===== config.mk =====
export PLATFORM = sky130hd
export DESIGN_NAME = centroid_coord_mapper
export DESIGN_NICKNAME = d
export VERILOG_FILES = /design/src/rtl/coord_map_pkg.sv /design/src/rtl/axis_coord_map.sv /design/src/rtl/centroid_coord_mapper.sv
export SDC_FILE = /design/constraint.sdc
export NUM_CORES = 1
export LEC_CHECK = 0
export BUFFER_PORTS_ARGS = -buffer_cell sky130_fd_sc_hd__clkbuf_2
export CORE_AREA = 5 5 95 97
export DETAILED_ROUTE_END_ITERATION = 12
export DIE_AREA = 0 0 100 102
export MAX_ROUTING_LAYER = met4
export PLACE_DENSITY = 0.8
export SYNTH_ARGS = -nofsm -noshare
export SYNTH_HDL_FRONTEND = slang
export SYNTH_HIERARCHICAL = 1
export SYNTH_SLANG_ARGS = --single-unit

===== constraint.sdc =====
create_clock -name clk -period 14 [get_ports clk]
set_clock_uncertainty 0.05 [all_clocks]
set_input_delay 0.7 -clock clk [delete_from_list [all_inputs] [get_ports clk]]
set_output_delay 0.7 -clock clk [all_outputs]
set_load 0.01 [all_outputs]

===== src/rtl/coord_map_pkg.sv =====
// Shared types and helpers for the centroid coordinate mapper.
package coord_map_pkg;

    typedef enum logic [2:0] {
        IDLE,
        WAIT_DIV,
        MAP,
        HOLD,
        WAIT_CLR
    } state_e;

    localparam int OUT_W_DEF    = 24;
    localparam int OUT_FRAC_DEF = 8;

    function automatic logic signed [31:0] clamp(input logic signed [31:0] v,
                                                 input logic signed [31:0] lo,
                                                 input logic signed [31:0] hi);
        if (v < lo) return lo;
        if (v > hi) return hi;
        return v;
    endfunction

endpackage


===== src/rtl/axis_coord_map.sv =====
// One axis: slice the quotient, apply gain/offset/clamp, optional exponential
// smoothing, and register the fixed-point coordinate on load_i.
module axis_coord_map
    import coord_map_pkg::*;
#(
    parameter int DIV_W       = 32,
    parameter int FRAC        = 2,
    parameter int INT_W       = 10,
    parameter int GAIN_SHIFT  = 1,
    parameter int OFFSET      = -640,
    parameter int MIN_V       = -640,
    parameter int MAX_V       = 640,
    parameter int ALPHA_SHIFT = 0,
    parameter int OUT_W       = OUT_W_DEF,
    parameter int OUT_FRAC    = OUT_FRAC_DEF
) (
    input  logic                    clk,
    input  logic                    rst,
    input  logic [DIV_W-1:0]        q_i,
    input  logic                    load_i,
    output logic signed [OUT_W-1:0] coord_o
);

    localparam int OFF_MAG = (OFFSET < 0) ? -OFFSET : OFFSET;
    localparam int MW      = INT_W + GAIN_SHIFT + 2 + $clog2(OFF_MAG + 1);
    // One extra bit so the filter difference never overflows.
    localparam int FW      = MW + 1;

    logic [INT_W-1:0]        int_part;
    logic signed [MW-1:0]    mapped;
    logic signed [31:0]      clamped32;
    logic signed [MW-1:0]    clamped;
    logic signed [FW-1:0]    c_w;
    logic signed [FW-1:0]    f_w;
    logic signed [FW-1:0]    step;
    logic signed [FW-1:0]    sum;
    logic signed [MW-1:0]    f_q;
    logic signed [MW-1:0]    f_d;
    logic                    primed_q;
    logic signed [OUT_W-1:0] f_ext;
    logic signed [OUT_W-1:0] coord_q;
    logic signed [OUT_W-1:0] coord_d;
    logic                    unused_q_bits;

    assign unused_q_bits = ^q_i;

    always_comb begin
        int_part  = q_i[FRAC+INT_W-1:FRAC];
        mapped    = $signed({{(MW-INT_W){1'b0}}, int_part} << GAIN_SHIFT) + MW'(OFFSET);
        clamped32 = clamp(32'(mapped), MIN_V, MAX_V);
        clamped   = clamped32[MW-1:0];
        c_w       = FW'(clamped);
        f_w       = FW'(f_q);
        step      = (c_w - f_w) >>> ALPHA_SHIFT;
        sum       = f_w + step;
        if (ALPHA_SHIFT == 0 || !primed_q) begin
            f_d = clamped;
        end else begin
            f_d = sum[MW-1:0];
        end
        f_ext   = OUT_W'(f_d);
        coord_d = f_ext <<< OUT_FRAC;
    end

    always_ff @(posedge clk) begin
        if (rst) begin
            f_q      <= '0;
            primed_q <= 1'b0;
            coord_q  <= '0;
        end else if (load_i) begin
            f_q      <= f_d;
            primed_q <= 1'b1;
            coord_q  <= coord_d;
        end
    end

    assign coord_o = coord_q;

endmodule


===== src/rtl/centroid_coord_mapper.sv =====
// Captures x/y divider quotients once per accumulation pass and presents the
// mapped coordinate pair over a valid/ready handshake.
module centroid_coord_mapper
    import coord_map_pkg::*;
#(
    parameter int DIV_W        = 32,
    parameter int X_FRAC       = 2,
    parameter int X_INT_W      = 10,
    parameter int X_GAIN_SHIFT = 1,
    parameter int X_OFFSET     = -640,
    parameter int X_MIN        = -640,
    parameter int X_MAX        = 640,
    parameter int Y_FRAC       = 3,
    parameter int Y_INT_W      = 8,
    parameter int Y_GAIN_SHIFT = 0,
    parameter int Y_OFFSET     = 700,
    parameter int Y_MIN        = 0,
    parameter int Y_MAX        = 1023,
    parameter int OUT_W        = OUT_W_DEF,
    parameter int OUT_FRAC     = OUT_FRAC_DEF,
    parameter int ALPHA_SHIFT  = 0,
    parameter int TIMEOUT_CYC  = 4096
) (
    input  logic                    clk,
    input  logic                    rst,
    input  logic [DIV_W-1:0]        xdiv,
    input  logic                    xdiv_valid,
    input  logic [DIV_W-1:0]        ydiv,
    input  logic                    ydiv_valid,
    input  logic                    acc_done,
    output logic signed [OUT_W-1:0] xout,
    output logic signed [OUT_W-1:0] yout,
    output logic                    out_valid,
    input  logic                    out_ready,
    output logic                    timeout
);

    localparam int            CW     = (TIMEOUT_CYC > 0) ? $clog2(TIMEOUT_CYC + 1) : 1;
    localparam logic [CW-1:0] TO_LIM = CW'(TIMEOUT_CYC);

    state_e           state_q;
    state_e           state_d;
    logic             xflag_q;
    logic             xflag_d;
    logic             yflag_q;
    logic             yflag_d;
    logic [DIV_W-1:0] xq_q;
    logic [DIV_W-1:0] yq_q;
    logic [CW-1:0]    cnt_q;
    logic [CW-1:0]    cnt_d;
    logic             out_valid_q;
    logic             out_valid_d;
    logic             timeout_q;
    logic             timeout_d;
    logic             in_wait;
    logic             stay_wait;
    logic             cap_x;
    logic             cap_y;
    logic             load;
    logic             both_seen;
    logic             to_hit;

    // A valid arriving this cycle counts toward completion alongside the sticky flags.
    assign both_seen = (xflag_q | xdiv_valid) & (yflag_q | ydiv_valid);
    assign to_hit    = (TIMEOUT_CYC != 0) && ((cnt_q + 1'b1) == TO_LIM);

    always_ff @(posedge clk) begin
        if (rst) begin
            state_q <= IDLE;
        end else begin
            state_q <= state_d;
        end
    end

    always_comb begin
        state_d = state_q;
        case (state_q)
            IDLE:     if (acc_done) state_d = WAIT_DIV;
            WAIT_DIV: begin
                if (both_seen)      state_d = MAP;
                else if (!acc_done) state_d = IDLE;
                else if (to_hit)    state_d = WAIT_CLR;
            end
            MAP:      state_d = HOLD;
            HOLD:     if (out_ready) state_d = WAIT_CLR;
            WAIT_CLR: if (!acc_done) state_d = IDLE;
            default:  state_d = IDLE;
        endcase
    end

    always_comb begin
        in_wait     = (state_q == WAIT_DIV);
        stay_wait   = in_wait && (state_d == WAIT_DIV);
        cap_x       = in_wait && xdiv_valid && !xflag_q;
        cap_y       = in_wait && ydiv_valid && !yflag_q;
        load        = (state_q == MAP);
        xflag_d     = stay_wait ? (xflag_q | xdiv_valid) : 1'b0;
        yflag_d     = stay_wait ? (yflag_q | ydiv_valid) : 1'b0;
        cnt_d       = stay_wait ? (cnt_q + 1'b1) : '0;
        timeout_d   = in_wait && (state_d == WAIT_CLR);
        out_valid_d = out_valid_q;
        if (load) begin
            out_valid_d = 1'b1;
        end else if (state_q == HOLD && out_ready) begin
            out_valid_d = 1'b0;
        end
    end

    always_ff @(posedge clk) begin
        if (rst) begin
            xflag_q     <= 1'b0;
            yflag_q     <= 1'b0;
            cnt_q       <= '0;
            out_valid_q <= 1'b0;
            timeout_q   <= 1'b0;
        end else begin
            xflag_q     <= xflag_d;
            yflag_q     <= yflag_d;
            cnt_q       <= cnt_d;
            out_valid_q <= out_valid_d;
            timeout_q   <= timeout_d;
        end
    end

    always_ff @(posedge clk) begin
        if (cap_x) xq_q <= xdiv;
        if (cap_y) yq_q <= ydiv;
    end

    axis_coord_map #(
        .DIV_W      (DIV_W),
        .FRAC       (X_FRAC),
        .INT_W      (X_INT_W),
        .GAIN_SHIFT (X_GAIN_SHIFT),
        .OFFSET     (X_OFFSET),
        .MIN_V      (X_MIN),
        .MAX_V      (X_MAX),
        .ALPHA_SHIFT(ALPHA_SHIFT),
        .OUT_W      (OUT_W),
        .OUT_FRAC   (OUT_FRAC)
    ) u_x (
        .clk    (clk),
        .rst    (rst),
        .q_i    (xq_q),
        .load_i (load),
        .coord_o(xout)
    );

    axis_coord_map #(
        .DIV_W      (DIV_W),
        .FRAC       (Y_FRAC),
        .INT_W      (Y_INT_W),
        .GAIN_SHIFT (Y_GAIN_SHIFT),
        .OFFSET     (Y_OFFSET),
        .MIN_V      (Y_MIN),
        .MAX_V      (Y_MAX),
        .ALPHA_SHIFT(ALPHA_SHIFT),
        .OUT_W      (OUT_W),
        .OUT_FRAC   (OUT_FRAC)
    ) u_y (
        .clk    (clk),
        .rst    (rst),
        .q_i    (yq_q),
        .load_i (load),
        .coord_o(yout)
    );

    assign out_valid = out_valid_q;
    assign timeout   = timeout_q;

endmodule


# == Word level (Yosys, flattened, before mapping) ==
# Cells that the tools add are included.
# totals
inputBits,70
out_inout_bits,50
regBits,75
word_cells,63
# classes
mux,23
reduce_logical,12
addsub,3
n_lt_le_gt_ge,4
n_eq_ne,7
bitwise,4
# op_table
operator,n
16-bit 2-to-1 mux,8
"20-bit by 11-bit > comparator with 1-bit output, second input constant",1
"20-bit by 1-bit < comparator with 1-bit output, second input constant",1
3-bit 2-to-1 mux,6
3-bit one-hot mux with 5 select lines,1
"12-bit by 11-bit adder with 13-bit output, second input constant",1
"13-bit by 1-bit adder with 13-bit output, second input constant",1
"13-bit == test, second input constant",1
"13-bit by 11-bit > comparator with 1-bit output, second input constant",1
"13-bit by 11-bit < comparator with 1-bit output, second input constant",1
"8-bit by 10-bit adder with 11-bit output, second input constant",1
1-bit 2-to-1 mux,8
1-bit logical AND,7
"3-bit by 1-bit == test with 1-bit output, second input constant",2
"3-bit by 2-bit == test with 1-bit output, second input constant",2
"3-bit == test, second input constant",2
3-bit logical NOT,1
1-bit logical NOT,2
1-bit bitwise OR,2
2-bit nonzero test,1
2-bit OR reduction,1
1-bit AND,1
1-bit inverter,1

# == Longest topological paths before layout ==
# logic_depth
word_depth,10
mapped_depth,8
depth_no_buf,6

# == By module ==
# Netlist, hierarchy kept.
# modules_own_cells
module,area_each_um2,n_inst,cells_per_inst,seq_area_each_um2
centroid_coord_mapper,2895.3,1,180,2322.2
axis_coord_map (u_x),824.5,1,101,240.2
axis_coord_map (u_y),563.0,1,65,200.2

# == Worst setup path before layout ==
# No wires, ideal clock.
# synth_timing
kind,input to register
start,in xdiv_valid
end,"reg xq_q[0], enable pin"
slack_ps,9426
cell_stages,1
setup_ps,513
required_time_ps,13437
arrival_ps,4011
path_buffers,0
cell_sequence,nor4b_1
# synth_via
elab_chain_cells,2
# synth_lines
item,line,rtl
start: declaration,centroid_coord_mapper.sv:27,"input logic xdiv_valid,"
1-bit logical AND (2 in series),centroid_coord_mapper.sv:94,cap_x = in_wait && xdiv_valid && !xflag_q;
end signal: assignment,centroid_coord_mapper.sv:126,if (cap_x) xq_q <= xdiv;
end: declaration,centroid_coord_mapper.sv:47,logic [DIV_W-1:0] xq_q;
# No other way between the ends.
# A chain may end at the register's enable or synchronous reset.

# == Final worst setup path ==
# layout_timing
start,reg xq_q[8]
end,reg u_x.coord_q[14] (netlist: u_x/coord_o[14])
# layout_via
elab_chain_cells,6
word_cells_on_any_way,9
classes_between,add/sub: 1; order compare: 2; mux: 6
# layout_lines
item,line,rtl
12-bit by 11-bit adder with 13-bit output (*),axis_coord_map.sv:49,"mapped = $signed({{(MW-INT_W){1'b0}}, int_part} << GAIN_SHIFT) + MW'(OFFSET);"
13-bit by 11-bit > comparator with 1-bit output,coord_map_pkg.sv:19,if (v > hi) return hi;
1-bit 2-to-1 mux (2 in series),coord_map_pkg.sv:19,
16-bit 2-to-1 mux,coord_map_pkg.sv:20,return v;
16-bit 2-to-1 mux (*),coord_map_pkg.sv:19,
end signal: assignment,axis_coord_map.sv:73,coord_q <= coord_d;
end: declaration,axis_coord_map.sv:41,logic signed [OUT_W-1:0] coord_q;
# Every way passes the cells marked *; elsewhere a longest branch is shown, timed or not. The select of a mux whose other input is x is not followed.

==> results.txt <==
The post-CTS setup repair buffer count came out at 0. In this run the worst path has a maximum fanout of 7. The total number of vias came out at 2171. The clock network latency to the later pin of the worst-skew pair is 0.34 ns.

The worst flop-to-flop path endpoint is u_x/coord_o[14]. Timing analysis after detailed placement gives a worst setup slack of 11.68 ns. The slew of the pin with the lowest slew margin came out at 1.03 ns. The total of hold buffers inserted after clock tree synthesis is 0. The gate count after technology mapping is 300. The total leakage power came out at 1.31 nW.

The antenna diode count came out at 0. Setup repair after global routing left no endpoint under its margin. Of the cells placed in the final design, the portion with a size suffix greater than 1 is 23.7%. Global routing used 11.9% of the available tracks across all layers. The type of the most critical hold path is flip-flop to flip-flop. The number of endpoints failing setup at the final stage came out at 0. Measured along the x axis, the die boundary spans 100 microns. The minimum clock period is 2.02 ns. The chip height came out at 102 microns. The placeable core region came out at 0.00805 sq mm. In this run the number of H-tree levels came out at 3. The CTS root buffer is clkbuf_8. The cell total after placement came out at 439. The DRC violation total after the first TritonRoute iteration is 137. The peak ir drop on the vdd network is 0.0479 mV. In this run the register-to-register setup slack is 11.98 ns. The origin of the worst min-delay path is u_y/coord_o[17]. The average cell area after synthesis came out at 9.67 sq um. The post-detailed-route via-to-cell ratio came out at 4.77. The multi-input combinational cell area is 0.00131 sq mm.

The area added between synthesis and finish came out at 14.8%. The worst-case reg-to-reg path depth is 6. The total I/O pin count is 120.

Global routing finished with a remaining overflow of 0. The number of standard cells in the final layout excluding fillers came out at 455. The final critical-path share of the clock period came out at 14.5%. The aggregate negative setup slack came out at 0 ns.

The number of antenna violations at the first check in global routing is 0. TritonCTS built the clock tree. STA classifies the critical path startpoint as a flip-flop. At the end of routability-driven placement, the weighted congestion stood at 0.791. Counting instances, the worst hold path has a depth of 2.

The tool flagged a number of max-cap violations equal to 0. In the routed design, unresolved DRC markers number 0. The number of inserted filler cells in the final layout came out at 813. The synthesized cell area is 0.00290 sq mm.

The number of max-slew violations in the final report came out at 0. The via count of the first global-routing pass is 2027. In this run the core area contains 33 standard-cell rows. The first global-routing pass estimated 9220 microns of wire. The net total in the final layout came out at 422. The final hold violation count was 0. The data arrival time of the worst path came out at 2.16 ns. The number of buffers added by the clock tree synthesis step came out at 9. Once detail routing completed, the nets flagged for antenna violations numbered 0.

The fmax came out at 494 MHz. The design draws 369 uW. For this configuration, the core starts out at a cell density of 36.0%. The worst path setup slack after routing is 11.98 ns.

The kind of end point of the critical path is a flip-flop. Entering global routing, the biggest net connects 40 pins. Once the clock tree was built, the resizer swapped 0 gates to a different size.

The worst hold path terminates at u_y/coord_o[17]. The maximum count of clock buffers along a single path is 2. The worst slew margin relative to its limit came out at 31.3%. The clock input transition at the sequential cells of the worst setup and hold paths came out at 0.06 ns. The count of port buffers added during placement is 50. The data required time at the worst endpoint came out at 14.13 ns. The count of synthesis-stage warnings from yosys is 6. The run finished with clean final reports. The total number of clock tree sinks came out at 60.

The detailed placement HPWL is 4400 microns. The floorplan step defined a die boundary enclosing 0.0102 sq mm. After detailed routing, the average wire length per cell comes to 12.7 microns. The register area came out at 0.00138 sq mm. The power per cell area is 111 mW/mm^2. The startpoint identified for the worst register-to-register timing path is xq_q[8]. Before antenna repair, the detailed router went through 4 iterations. The total wire length after detailed routing came out at 5760 microns. The critical path in this run is classified as flip-flop to flip-flop. On the final layout, the worst hold slack is 0.416 ns.
## routing by layer
metal,GRT usage [%],vias up,wire [microns]
met5,-,-,0
met4,6.42,0,137
met3,3.62,14,421
met2,18.9,56,2720
met1,13.4,1003,2470
li1,-,1098,-
## power breakdown
group	switching (mW)	internal (mW)	leakage [nW]
sequential	0.00358	0.184	0.504
combinational	0.0166	0.00964	0.706
clock	0.0682	0.0867	0.103
## how the worst max path moves through the flow
stage / from / endpoint / slack [ns]
floorplan: xdiv_valid / xq_q[10] / 11.72
global placement: rst / cnt_q[12] / 11.72
detailed placement: rst / cnt_q[3] / 11.68
CTS: xq_q[8] / u_x/coord_o[14] / 11.99
global route: xq_q[8] / u_x/coord_o[10] / 11.90
finish: xq_q[8] / u_x/coord_o[14] / 11.98
## layout make-up
| cell class | count | area share, % |
|---|---|---|
| clock buffers | 10 | 4.13 |
| clock inverters | 6 | 1.88 |
| inverters | 11 | 1.24 |
| multi-input cells | 211 | 39.4 |
| flip-flops and latches | 60 | 41.5 |
| well taps | 105 | 3.94 |
| repair buffers | 52 | 7.96 |
## cells in the final DEF, fill, tap and decap left out, types with 3 or more instances in the layout
cell      count
a211oi_1      6
a21oi_1      10
a31oi_1       9
and3_1        3
clkbuf_2     50
clkbuf_8     10
conb_1       23
dfxtp_1      42
edfxtp_1     18
ha_1          7
inv_1        11
mux2i_1       3
nand2_1      18
nand2b_1      5
nand3_1       5
nand4_1       6
nor2_1       42
nor3_1        4
nor3b_1       8
nor4_1        4
o21a_1        3
o21ai_0       3
o31ai_2       5
xnor2_1       7
xor2_1        7
## flip-flops by register name, summed over array words and instances, names as in the netlist
signal,count
u_y/coord_o,10
yq_q,8
xflag_q,1
state_q,3
timeout,1
xq_q,10
out_valid,1
u_x/coord_o,12
yflag_q,1
cnt_q,13
## worst max-delay path, cell delays in order, from the launching register on
cell and delay [ns]:
edfxtp_1 0.48, inv_1 0.14, ha_1 0.29, nor2b_1 0.17, a2111o_1 0.45, nand3_2 0.20
o31ai_1 0.09
## per-stage QoR
stage | instance area (sq um) | util [%]
2_1_floorplan | 2980 | -
3_3_place_gp | 3130 | 38.9
3_5_place_dp | 3130 | 38.9
4_1_cts | 3330 | 41.4
5_1_grt | 3330 | 41.4
6_report | 3330 | 41.4
(Power assumes the default switching activity.)
